===== config.mk =====
export PLATFORM = sky130hd
export DESIGN_NAME = step_sequencer_flat
export DESIGN_NICKNAME = d
export VERILOG_FILES = /design/src/rtl/step_seq_pkg.sv /design/src/rtl/step_sequencer_if.sv /design/src/rtl/step_dwell_counter.sv /design/src/rtl/step_sequencer.sv /design/src/flat_wrapper.sv
export SDC_FILE = /design/constraint.sdc
export NUM_CORES = 1
export LEC_CHECK = 0
export BUFFER_PORTS_ARGS = -buffer_cell sky130_fd_sc_hd__clkbuf_2
export CAP_MARGIN = 20
export CORE_UTILIZATION = 48
export DETAILED_ROUTE_END_ITERATION = 16
export MAX_ROUTING_LAYER = met4
export PLACE_DENSITY = 0.79
export SYNTH_ARGS = -nofsm -noshare
export SYNTH_HDL_FRONTEND = slang
export SYNTH_HIERARCHICAL = 1
export SYNTH_SLANG_ARGS = --single-unit

===== constraint.sdc =====
create_clock -name clk -period 4.5 [get_ports clk]
set_clock_uncertainty 0.05 [all_clocks]
set_input_delay 0.225 -clock clk [delete_from_list [all_inputs] [get_ports clk]]
set_output_delay 0.225 -clock clk [all_outputs]
set_load 0.01 [all_outputs]

===== src/rtl/step_seq_pkg.sv =====
// step_seq_pkg: shared FSM encoding and default parameters for the step sequencer
package step_seq_pkg;
    typedef enum logic [1:0] {IDLE = 2'd0, RUN = 2'd1, PAUSE = 2'd2} state_t;
    localparam int DEF_PORTS  = 4;
    localparam int DEF_STEPS  = 4;
    localparam int DEF_CNT_W  = 8;
    localparam int DEF_LOOP_W = 8;
endpackage


===== src/rtl/step_sequencer_if.sv =====
// step_sequencer_if: control/status bundle between a controller (master) and the sequencer (slave)
// Controls: start, abort, pause, loop_en, dwell[STEPS*CNT_W], pattern[STEPS*PORTS]
// Status:   port_out, step_idx, busy, done, aborted, loop_cnt
interface step_sequencer_if
    import step_seq_pkg::*;
#(
    parameter int PORTS  = DEF_PORTS,
    parameter int STEPS  = DEF_STEPS,
    parameter int CNT_W  = DEF_CNT_W,
    parameter int LOOP_W = DEF_LOOP_W
);
    localparam int IDX_W = $clog2(STEPS);
    logic                   start;
    logic                   abort;
    logic                   pause;
    logic                   loop_en;
    logic [STEPS*CNT_W-1:0] dwell;
    logic [STEPS*PORTS-1:0] pattern;
    logic [PORTS-1:0]       port_out;
    logic [IDX_W-1:0]       step_idx;
    logic                   busy;
    logic                   done;
    logic                   aborted;
    logic [LOOP_W-1:0]      loop_cnt;
    modport master (
        output start, abort, pause, loop_en, dwell, pattern,
        input  port_out, step_idx, busy, done, aborted, loop_cnt
    );
    modport slave (
        input  start, abort, pause, loop_en, dwell, pattern,
        output port_out, step_idx, busy, done, aborted, loop_cnt
    );
endinterface


===== src/rtl/step_dwell_counter.sv =====
// step_dwell_counter: per-step dwell down-counter with load/decrement/hold and a zero flag
// Ports: clk, rst (async, active-high), load, dec (hold when neither), load_val[CNT_W], zero
module step_dwell_counter
    import step_seq_pkg::*;
#(
    parameter int CNT_W = DEF_CNT_W
) (
    input  logic             clk,
    input  logic             rst,
    input  logic             load,
    input  logic             dec,
    input  logic [CNT_W-1:0] load_val,
    output logic             zero
);
    logic [CNT_W-1:0] cnt_q, cnt_d;
    always_comb cnt_d = load ? load_val : dec ? cnt_q - 1'b1 : cnt_q;
    always_ff @(posedge clk or posedge rst) begin
        if (rst) cnt_q <= '0;
        else     cnt_q <= cnt_d;
    end
    assign zero = cnt_q == '0;
endmodule


===== src/rtl/step_sequencer.sv =====
// step_sequencer: walks STEPS programmable steps, each driving a PORTS-wide pattern for dwell+1 cycles
// Ports: clk, rst (async, active-high), bus (step_sequencer_if.slave: start/abort/pause/loop_en,
//        dwell/pattern tables in; port_out/step_idx/busy/done/aborted/loop_cnt out, all registered)
module step_sequencer
    import step_seq_pkg::*;
#(
    parameter int PORTS  = DEF_PORTS,
    parameter int STEPS  = DEF_STEPS,
    parameter int CNT_W  = DEF_CNT_W,
    parameter int LOOP_W = DEF_LOOP_W
) (
    input logic              clk,
    input logic              rst,
    step_sequencer_if.slave  bus
);
    localparam int IDX_W = $clog2(STEPS);
    localparam logic [IDX_W-1:0] LAST = IDX_W'(STEPS - 1);
    state_t            state_q, state_d;
    logic [IDX_W-1:0]  idx_q, idx_d, nxt, load_idx;
    logic [PORTS-1:0]  port_q, port_d;
    logic [LOOP_W-1:0] loop_q, loop_d;
    logic              done_q, done_d, aborted_q, aborted_d;
    logic              cnt_load, cnt_dec, cnt_zero;
    step_dwell_counter #(.CNT_W(CNT_W)) u_cnt (
        .clk      (clk),
        .rst      (rst),
        .load     (cnt_load),
        .dec      (cnt_dec),
        .load_val (bus.dwell[load_idx*CNT_W +: CNT_W]),
        .zero     (cnt_zero)
    );
    assign nxt = idx_q == LAST ? '0 : idx_q + 1'b1;
    always_comb begin
        state_d   = state_q;
        idx_d     = idx_q;
        port_d    = port_q;
        loop_d    = loop_q;
        done_d    = 1'b0;
        aborted_d = 1'b0;
        cnt_load  = 1'b0;
        cnt_dec   = 1'b0;
        load_idx  = '0;
        if (state_q == IDLE) begin
            if (bus.start && !bus.abort) begin
                state_d  = RUN;
                idx_d    = '0;
                port_d   = bus.pattern[0 +: PORTS];
                loop_d   = '0;
                cnt_load = 1'b1;
            end
        end else if (bus.abort) begin
            state_d   = IDLE;
            idx_d     = '0;
            port_d    = '0;
            aborted_d = 1'b1;
        end else if (bus.pause) begin
            state_d = PAUSE;
        end else begin
            // leaving PAUSE behaves like RUN on the same cycle, so counting resumes immediately
            state_d = RUN;
            if (!cnt_zero) begin
                cnt_dec = 1'b1;
            end else if (idx_q != LAST || bus.loop_en) begin
                idx_d    = nxt;
                port_d   = bus.pattern[nxt*PORTS +: PORTS];
                loop_d   = idx_q == LAST ? loop_q + 1'b1 : loop_q;
                cnt_load = 1'b1;
                load_idx = nxt;
            end else begin
                state_d = IDLE;
                idx_d   = '0;
                port_d  = '0;
                done_d  = 1'b1;
            end
        end
    end
    always_ff @(posedge clk or posedge rst) begin
        if (rst) begin
            state_q   <= IDLE;
            idx_q     <= '0;
            port_q    <= '0;
            loop_q    <= '0;
            done_q    <= 1'b0;
            aborted_q <= 1'b0;
        end else begin
            state_q   <= state_d;
            idx_q     <= idx_d;
            port_q    <= port_d;
            loop_q    <= loop_d;
            done_q    <= done_d;
            aborted_q <= aborted_d;
        end
    end
    assign bus.port_out = port_q;
    assign bus.step_idx = idx_q;
    assign bus.busy     = state_q != IDLE;
    assign bus.done     = done_q;
    assign bus.aborted  = aborted_q;
    assign bus.loop_cnt = loop_q;
endmodule


===== src/flat_wrapper.sv =====
// flat-port wrapper written by rule: the top's interface ports become plain ports
module step_sequencer_flat import step_seq_pkg::*;
#(
    parameter int PORTS  = DEF_PORTS,
    parameter int STEPS  = DEF_STEPS,
    parameter int CNT_W  = DEF_CNT_W,
    parameter int LOOP_W = DEF_LOOP_W
)
  (clk, rst, bus_start, bus_abort, bus_pause, bus_loop_en, bus_dwell, bus_pattern, bus_port_out, bus_step_idx, bus_busy, bus_done, bus_aborted, bus_loop_cnt);
  step_sequencer_if #(.PORTS(PORTS), .STEPS(STEPS), .CNT_W(CNT_W), .LOOP_W(LOOP_W)) bus_i ();
  input logic clk;
  input logic rst;
  input wire logic [$bits(bus_i.start)-1:0] bus_start;
  input wire logic [$bits(bus_i.abort)-1:0] bus_abort;
  input wire logic [$bits(bus_i.pause)-1:0] bus_pause;
  input wire logic [$bits(bus_i.loop_en)-1:0] bus_loop_en;
  input wire logic [$bits(bus_i.dwell)-1:0] bus_dwell;
  input wire logic [$bits(bus_i.pattern)-1:0] bus_pattern;
  output wire logic [$bits(bus_i.port_out)-1:0] bus_port_out;
  output wire logic [$bits(bus_i.step_idx)-1:0] bus_step_idx;
  output wire logic [$bits(bus_i.busy)-1:0] bus_busy;
  output wire logic [$bits(bus_i.done)-1:0] bus_done;
  output wire logic [$bits(bus_i.aborted)-1:0] bus_aborted;
  output wire logic [$bits(bus_i.loop_cnt)-1:0] bus_loop_cnt;
  assign bus_i.start = bus_start;
  assign bus_i.abort = bus_abort;
  assign bus_i.pause = bus_pause;
  assign bus_i.loop_en = bus_loop_en;
  assign bus_i.dwell = bus_dwell;
  assign bus_i.pattern = bus_pattern;
  assign bus_port_out = bus_i.port_out;
  assign bus_step_idx = bus_i.step_idx;
  assign bus_busy = bus_i.busy;
  assign bus_done = bus_i.done;
  assign bus_aborted = bus_i.aborted;
  assign bus_loop_cnt = bus_i.loop_cnt;
  step_sequencer #(.PORTS(PORTS), .STEPS(STEPS), .CNT_W(CNT_W), .LOOP_W(LOOP_W)) u_core (.clk(clk), .rst(rst), .bus(bus_i));
endmodule

# Word level (Yosys, flattened, before mapping)
# Cells that the tools add are included.
[word_totals] register_bits=26 word_cells=80
[op_classes] add_sub_neg=3 n_eq_ne=6 n_shift=2 muxes=49 reduce_logical=13
[ops] operator="8-bit two-way mux" count=9
[ops] operator="2-bit two-way mux" count=16
[ops] operator="32-bit by 6-bit variable part select with 8-bit output" count=1
[ops] operator="4-bit two-way mux" count=6
[ops] operator="1-bit two-way mux" count=18
[ops] operator="16-bit by 5-bit variable part select with 4-bit output" count=1
[ops] operator="2-bit nonzero test" count=5
[ops] operator="8-bit by 1-bit adder with 8-bit output, second input constant" count=1
[ops] operator="8-bit zero test" count=1
[ops] operator="8-bit by 1-bit subtractor with 8-bit output, second input constant" count=1
[ops] operator="6-bit AND reduction" count=1
[ops] operator="2-bit by 1-bit != test with 1-bit output, second input constant" count=2
[ops] operator="2-bit != test, second input constant" count=2
[ops] operator="3-bit by 2-bit != test with 1-bit output, second input constant" count=1
[ops] operator="3-bit AND reduction" count=1
[ops] operator="3-bit nonzero test" count=1
[ops] operator="2-bit by 1-bit adder with 2-bit output, second input constant" count=1
[ops] operator="2-bit equality test, second input constant" count=1
[ops] operator="2-bit zero test" count=1
[ops] operator="1-bit logical AND" count=1
[ops] operator="1-bit zero test" count=1
[ops] operator="1-bit logical OR" count=1

# Logic depth before layout (Yosys ltp)
# Gate-level depths: netlist (run 1).
[depth] word_depth=9 depth_mapped=11 ltp_nobuf=9

# Hierarchy
# The synthesis (run 1) kept the hierarchy.
[by_module_without_submodules] mod="step_sequencer" n_inst=1 cells_each=130 area_per_inst_um2=1277.5 seq_area_each_um2=450.4
[by_module_without_submodules] mod="step_dwell_counter" n_inst=1 cells_each=54 area_per_inst_um2=481.7 seq_area_each_um2=200.2

# Least setup slack after synthesis (run 1)
# OpenSTA, ideal clock, no wires.
[synth_path] path_kind="register to register" from="register u_core.u_cnt.cnt_q[2]" to="register u_core.u_cnt.cnt_q[7]" setup_time_ns=0.082 t_arrival_ns=2.544 t_required_ns=4.368 slack_ns=1.824 stages_incl_launch_ff=11 path_cell_list="dfrtp_1 > or4_4 > nor4b_1 > nor2b_1 > nand4b_1 > buf_2 > buf_4 > mux2i_1 > mux2i_1 > nor2_1 > a31oi_1"
[synth_via] elab_chain_len=7 elab_cells_between_ends=18 cone_classes="add/sub: 1; shift: 1; mux: 14; reduce/logical: 2"
[synth_lines] element="start, declared" line_no="step_dwell_counter.sv:15" text="logic [CNT_W-1:0] cnt_q, cnt_d;"
[synth_lines] element="start signal, assigned" line_no="step_dwell_counter.sv:19" text="else cnt_q <= cnt_d;"
[synth_lines] element="8-bit zero test *" line_no="step_dwell_counter.sv:21" text="assign zero = cnt_q == '0;"
[synth_lines] element="net u_core.cnt_zero" line_no="step_sequencer.sv:23" text="logic cnt_load, cnt_dec, cnt_zero;"
[synth_lines] element="2-bit two-way mux" line_no="step_sequencer.sv:61" text="if (!cnt_zero) begin"
[synth_lines] element="2-bit two-way mux" line_no="step_sequencer.sv:56" text="end else if (bus.pause) begin"
[synth_lines] element="2-bit two-way mux" line_no="step_sequencer.sv:51" text="end else if (bus.abort) begin"
[synth_lines] element="2-bit two-way mux" line_no="step_sequencer.sv:43" text="if (state_q == IDLE) begin"
[synth_lines] element="32-bit by 6-bit variable part select with 8-bit output" line_no="step_sequencer.sv:29" text=".load_val (bus.dwell[load_idx*CNT_W +: CNT_W]),"
[synth_lines] element="8-bit two-way mux" line_no="step_dwell_counter.sv:16" text="always_comb cnt_d = load ? load_val : dec ? cnt_q - 1'b1 : cnt_q;"
# The timed path passes the listed nets; every way through them passes the cells marked *. The select of a mux whose other input is x is not followed.
# A chain may end at the register's enable or synchronous reset.

# Worst setup path after layout (run 1)
# Same ends and word-level chain as after synthesis.

==> results of run 1 <==
[kinds of logic (layout without fill, tap and decap cells)]
kind of cell / count (synthesis) / count (layout) / share of synthesized area, %
simple gates: 63 / 63 / 20.55
compound gates: 39 / 39 / 14.15
mux: 29 / 29 / 18.78
flops: 26 / 26 / 36.98
buf+inv: 19 / 88 / 4.694
fa+ha+maj: 4 / 4 / 2.845
xor+xnor: 4 / 4 / 1.992
[cell usage in the layout, fill, tap and decap left out, types with 2 or more instances in the layout]
| cell | instances |
|---|---|
| a21oi_1 | 9 |
| a22oi_1 | 4 |
| a31oi_1 | 2 |
| and3_1 | 2 |
| clkbuf_2 | 70 |
| clkbuf_4 | 3 |
| dfrtp_1 | 26 |
| ha_1 | 4 |
| inv_1 | 12 |
| mux2_2 | 2 |
| mux2i_1 | 24 |
| mux4_2 | 3 |
| nand2_1 | 17 |
| nand2b_1 | 2 |
| nand3_1 | 5 |
| nand4_1 | 2 |
| nor2_1 | 9 |
| nor2b_1 | 3 |
| nor3_1 | 3 |
| nor4b_1 | 2 |
| o211ai_1 | 2 |
| o21ai_0 | 14 |
| or2_2 | 2 |
| or3_1 | 6 |
| or4_1 | 2 |
| xnor2_1 | 3 |
[worst paths after layout]
check | startpoint | endpoint | slack (ps) | cells past startpoint
worst min register to register | u_core/bus.port_out[2] | u_core/bus.port_out[2] | 520 | 2
min in group asynchronous | rst | u_core/u_cnt/cnt_q[0] | 320 | 3
worst max-delay path | u_core/u_cnt/cnt_q[2] | u_core/u_cnt/cnt_q[7] | 1080 | 8
worst min-delay path | bus_pattern[3] | u_core/bus.port_out[3] | 90 | 3
worst max register to register | u_core/u_cnt/cnt_q[2] | u_core/u_cnt/cnt_q[7] | 1080 | 8
max in group asynchronous | rst | u_core/state_q[0] | 3490 | 3
[sequential cells by signal (all words and copies together) (netlist names)]
| signal | flops |
|---|---|
| u_core/u_cnt/cnt_q | 8 |
| u_core/bus.port_out | 4 |
| u_core/bus.done | 1 |
| u_core/state_q | 2 |
| u_core/bus.aborted | 1 |
| u_core/bus.loop_cnt | 8 |
| u_core/bus.step_idx | 2 |
[power by group]
group | total, W | internal [W] | leakage (nW) | switching [W]
Clock | 0.000160 | 0.0000901 | 0.0279 | 0.0000696
Combinational | 0.000206 | 0.000102 | 0.777 | 0.000104
Sequential | 0.000319 | 0.000274 | 0.334 | 0.0000447
Total | 0.000685 | 0.000467 | 1.14 | 0.000218
[cell usage after synthesis (all sizes together) (2+ instances only)]
cell type,n
mux2,2
nand4,2
and3,2
a22oi,4
nor3,3
xnor2,3
o211ai,2
inv,12
nor2,9
ha,4
or3,6
or4,3
a31oi,2
nand3,5
nand2b,2
buf,5
nor4b,3
o21ai,14
dfrtp,26
or2,2
nor2b,3
mux4,3
nand2,17
a21oi,9
mux2i,24
clkbuf,2
[through the flow]
step                hold slack [ps]  utilization (%)  power [W]  worst slack [ps]  area (sq um)
floorplan                    -9.342                -  0.0004543              1824          1759
global placement              136.4            62.56  0.0005225              1208          2137
detailed placement            139.4            62.56  0.0005292              1141          2137
CTS                           76.06            64.40  0.0006881              1097          2200
global route                  68.99            64.40  0.0007322             810.3          2200
finish                        85.08            64.40  0.0006848              1081          2200
[metal layers]
layer / up-vias / track usage (%) / part of all wire, % / wire length [um]
li1: 813 / - / - / -
met1: 735 / 26.40 / 47 / 1734
met2: 62 / 31.52 / 47 / 1728
met3: 8 / 1.277 / 4.8 / 177
met4: 0 / 9.302 / 1.8 / 65
met5: - / - / 0 / 0
[layout make-up]
type / count / area, sq um
fill: 324 / 1216
clock buffer: 3 / 22.52
multi-input combinational: 139 / 1026
inverter: 12 / 45.04
tap: 46 / 57.56
clock inverter: 1 / 30.03
sequential: 26 / 650.6
timing repair buffer: 72 / 367.9
[worst register-to-register path, delay by kind of cell (launching register included)]
family	cells	cell delay (ps)
multiplexers	1	250
AND/OR/NAND/NOR	5	1850
AO/OA/AOI/OAI	2	760
flip-flops	1	460
==> impl_metrics.json, run 1 <==
{
  "synth_area_sq_mm": 0.001759,
  "cp_slowest_cell": "a22oi_1",
  "period_needed_ps": 3419,
  "seq_area_frac_synth_pct": 36.98,
  "drt_wl_total_um": 3706,
  "h-tree-depth": 1,
  "cts_tree": "done",
  "routabilityCongestion": 0.8524,
  "final_hold_viol_count": 0,
  "coreArea_sq_mm": 0.003416,
  "grtUsageTotal_pct": 20.02,
  "synth-edff-count": 0,
  "arrival_ps": 3620,
  "drt_iter0_drc": 73,
  "clk-insertion-delay-late_ps": 320,
  "ios": 71,
  "rsz0062_at_grt": "no",
  "syn_nets": 242,
  "final_max_slew_viol_count": 0,
  "fin_nets": 312,
  "status": "finished, final reports clean",
  "synth_seq_cells": 26,
  "rows": 21,
  "ctsResizeCount": 0,
  "hold_path_class": "in -> reg",
  "maxCapViolations": 0,
  "tns_ps": 0,
  "synth_flop_cell": "dfrtp_1",
  "clkTransAtPathRegs_ps": 140,
  "required_ps": 4700,
  "via_count": 1618,
  "cpPeakStageDelay_ps": 630,
  "critPathMaxFanout": 11,
  "layout.cells.non_filler": 299,
  "dieArea_sq_mm": 0.003911,
  "io_buffers": 70,
  "grt_pass1_vias": 1425,
  "hold_buffers": 1,
  "areaGrowthSynthToFinish_pct": 25.04,
  "peakVddDrop_mv": 0.1692,
  "clock_sinks": 26,
  "crit_family": "simple AND/OR/NAND/NOR gates",
  "antenna_found_initial": 0,
  "slew_headroom_pct": 43.80,
  "startpoint_type": "flop",
  "max_freq_ghz": 0.2925,
  "die_h_um": 62.54,
  "cts-root-buf": "clkbuf_4",
  "hpwl_um": 2974,
  "drcViolationCount": 0,
  "overflow": 0,
  "dp.cells": 294,
  "critPathBufInv": 0,
  "cts.path.max_buffers": 2,
  "drive_gt1_share_pct": 34.78,
  "synth.avg_cell_area_sq_um": 9.561,
  "cts_made_buffers": 3,
  "power_density_mw_per_mm2": 311.3,
  "cts_setup_buffers": 0,
  "drt_pre_antenna_iters": 4,
  "crit_type": "reg -> reg",
  "synth_top_area_share_pct": 36.98,
  "synth_area_leaders": "dfrtp_1 (37%), mux2i_1 (14%), o21ai_0 (4.0%), mux4_2 (3.8%), nand2_1 (3.6%)",
  "yosysTopAreaCell": "dfrtp_1",
  "grt_max_degree": 19,
  "via_per_inst": 5.411,
  "setup_violations": 0,
  "initial_core_util_pct": 51.50,
  "async_flop_share_pct": 100.0,
  "tightest_slew_ps": 835.3,
  "fp.dieW_um": 62.54,
  "wire_per_inst_um": 12.39,
  "ant_nets": 0,
  "ys.warnings.count": 6,
  "min_period_over_period_pct": 75.98,
  "leakage_nw": 1.139,
  "n_antenna_cell": 0,
  "crit_chain": "or4_4, nor4b_1, nand2b_1, a22oi_1, and3_1, mux2i_1, nor2_1, a31oi_1",
  "syn_inst": 184,
  "yosysUniqueCellTypes": 44,
  "grt_pass1_wl_um": 6113,
  "end_kind": "flop"
}
No activity file was read; power rests on OpenSTA's default activity.
==> run 2: changes to the inputs <==
--- a/config.mk
+++ b/config.mk
@@ -5,12 +5,13 @@
 export SDC_FILE = /design/constraint.sdc
 export NUM_CORES = 1
 export LEC_CHECK = 0
+export ABC_AREA = 1
 export BUFFER_PORTS_ARGS = -buffer_cell sky130_fd_sc_hd__clkbuf_2
 export CAP_MARGIN = 20
 export CORE_UTILIZATION = 48
 export DETAILED_ROUTE_END_ITERATION = 16
 export MAX_ROUTING_LAYER = met4
-export PLACE_DENSITY = 0.79
+export PLACE_DENSITY = 0.76
 export SYNTH_ARGS = -nofsm -noshare
 export SYNTH_HDL_FRONTEND = slang
 export SYNTH_HIERARCHICAL = 1
==> constraint.sdc (replaced) <==
create_clock -name clk -period 3.26 [get_ports clk]
set_clock_uncertainty 0.05 [all_clocks]
set_input_delay 0.163 -clock clk [delete_from_list [all_inputs] [get_ports clk]]
set_output_delay 0.163 -clock clk [all_outputs]
set_load 0.01 [all_outputs]
==> run 2 against run 1 <==
Power up 56%; via count up 41%; synthesized area up 23%; critical path depth up 5; fmax up 26%; largest cell class unchanged; the run now ends with DRC left.
==> impl_metrics.json, run 2 <==
{
  "setup_violations": 0,
  "grt_pass1_wl_um": 8735,
  "drt_iter0_drc": 125,
  "startpoint_type": "flop",
  "antenna_found_initial": 0,
  "wire_per_inst_um": 10.92,
  "tns_ps": 0,
  "synth_most_common_cell": "nand2_1",
  "final_cell_mix": "nand2_1 (105), inv_1 (72), clkbuf_2 (70)",
  "fp.dieW_um": 69.08,
  "io_buffers": 70,
  "hold_path_class": "in -> reg",
  "rows": 24,
  "fin_nets": 476,
  "synth-edff-count": 0,
  "critPathMaxFanout": 18,
  "met2_length_um": 2351,
  "ys.warnings.count": 6,
  "synth_flop_cell": "dfrtp_1",
  "clk-insertion-delay-late_ps": 280,
  "via_count": 2277,
  "drt_pre_antenna_iters": 10,
  "synth_area_leaders": "dfrtp_1 (30%), nand2_1 (18%), nand3_1 (13%), inv_1 (13%), nor2_1 (4.2%)",
  "async_flop_share_pct": 100.0,
  "overflow": 0,
  "period_needed_ps": 2704,
  "grt_pass1_vias": 2058,
  "n_antenna_cell": 0,
  "syn_nets": 406,
  "yosysTopAreaCell": "dfrtp_1",
  "cts-root-buf": "clkbuf_8",
  "slew_headroom_pct": 44.56,
  "arrival_ps": 2860,
  "routed.top_layer": "met4",
  "holdWs_ps": 80.26,
  "final_max_slew_viol_count": 0,
  "final_hold_viol_count": 0,
  "clkTransAtPathRegs_ps": 100,
  "final_common_cell": "nand2_1",
  "ios": 71,
  "power_density_mw_per_mm2": 410.1,
  "hpwl_um": 4034,
  "cts_tree": "done",
  "cts.path.max_buffers": 2,
  "grt_max_degree": 23,
  "dpl_cell_area_sq_mm": 0.002526,
  "peakVddDrop_mv": 0.2174,
  "seqCellArea_sq_um": 650.6,
  "clock_sinks": 26,
  "final_area_sq_mm": 0.002608,
  "synth_area_sq_mm": 0.002160,
  "leakage_nw": 1.601,
  "power_w": 0.001069,
  "status": "complete, but fails checks",
  "max_freq_ghz": 0.3698,
  "die_h_um": 69.08,
  "coreArea_sq_mm": 0.004324,
  "drt_wl_total_um": 5120,
  "ys_top_cells_by_count": "nand2_1 (105), inv_1 (72), nand3_1 (57), dfrtp_1 (26), nor2_1 (24)",
  "cts_made_buffers": 3,
  "syn_inst": 348,
  "areaGrowthSynthToFinish_pct": 20.74,
  "wl_met3_um": 258,
  "seq_area_frac_synth_pct": 30.13,
  "initial_core_util_pct": 49.94,
  "ant_nets": 0,
  "wl_met1_um": 2443,
  "synth_top_area_share_pct": 30.13,
  "end_kind": "flop",
  "grtUsageTotal_pct": 22.57,
  "h-tree-depth": 1,
  "dieArea_sq_mm": 0.004771,
  "maxCapViolations": 0,
  "synth_seq_cells": 26,
  "via_per_inst": 4.855,
  "yosysUniqueCellTypes": 29,
  "drive_gt1_share_pct": 23.02,
  "drcViolationCount": 1,
  "required_ps": 3410,
  "fillers": 452,
  "crit_type": "reg -> reg",
  "routabilityCongestion": 0.9054,
  "violations": "DRC",
  "synth.avg_cell_area_sq_um": 6.206,
  "tightest_slew_ps": 830.7,
  "rsz0062_at_grt": "no",
  "cts_setup_buffers": 0,
  "min_period_over_period_pct": 82.95,
  "multi_input_area_sq_mm": 0.001160
}
run 2: worst paths after layout:
path | from | to | slack [ps] | cells past startpoint
max | u_core/u_cnt/cnt_q[0] | u_core/u_cnt/cnt_q[4] | 560 | 13
min | bus_pause | u_core/state_q[1] | 80 | 3
max reg2reg | u_core/u_cnt/cnt_q[0] | u_core/u_cnt/cnt_q[4] | 560 | 13
min reg2reg | u_core/bus.port_out[2] | u_core/bus.port_out[2] | 450 | 2
max in group asynchronous | rst | u_core/bus.step_idx[1] | 2220 | 3
min in group asynchronous | rst | u_core/u_cnt/cnt_q[7] | 320 | 3
run 2: worst max-delay path: stages (launching register included):
cell and delay, ps:
dfrtp_1 370, inv_1 140, ha_1 190, nand3_1 110, nor4_1 550, nand2_2 210, nor2_8 290, nand2_2 180
inv_2 170, nand3_1 90, nand2_1 70, nand2_1 50, o21ai_1 60, o21bai_1 110
run 2: cells by family (layout without fill, tap and decap cells):
kind of cell,Yosys count,count (layout),share of synthesized area (%)
xor+xnor,3,3,1.217
buf+inv,85,154,16.16
compound gates,27,27,7.647
flops,26,26,30.13
simple gates,203,203,42.53
fa+ha+maj,4,4,2.318
run 2: timing repair:
action	CTS	global route
hold endpoints to repair	26	0
resized for setup	0	0
hold buffers	1	0
run 2: cell type report:
type / instances / share of cell area, %
tap: 52 / 2.495
multi-input combinational: 237 / 44.48
inverter: 78 / 11.23
sequential: 26 / 24.95
clock inverter: 1 / 1.152
timing repair buffer: 72 / 14.11
clock buffer: 3 / 1.583
run 2: metal layers:
layer	track usage, %	vias up
li1	-	1208
met2	36.46	69
met5	-	-
met4	7.256	0
met1	29.60	994
met3	2.485	6
run 2: stage by stage:
| stage | std cells | utilization [%] | setup slack (ps) |
|---|---|---|---|
| final | 469 | 60.30 | 555.7 |
| after global routing | 469 | 60.30 | 279.8 |
| after CTS | 469 | 60.30 | 558.3 |
| after detailed placement | 464 | 58.42 | 638.6 |
| after global placement | 464 | 58.42 | 727.8 |
| after floorplan | 348 | - | 1033 |
run 2: power breakdown:
group	switching, W	internal [W]	leakage (nW)
registers	0.0000561	0.000376	0.338
clock network	0.000113	0.000165	0.0357
logic	0.000216	0.000143	1.23
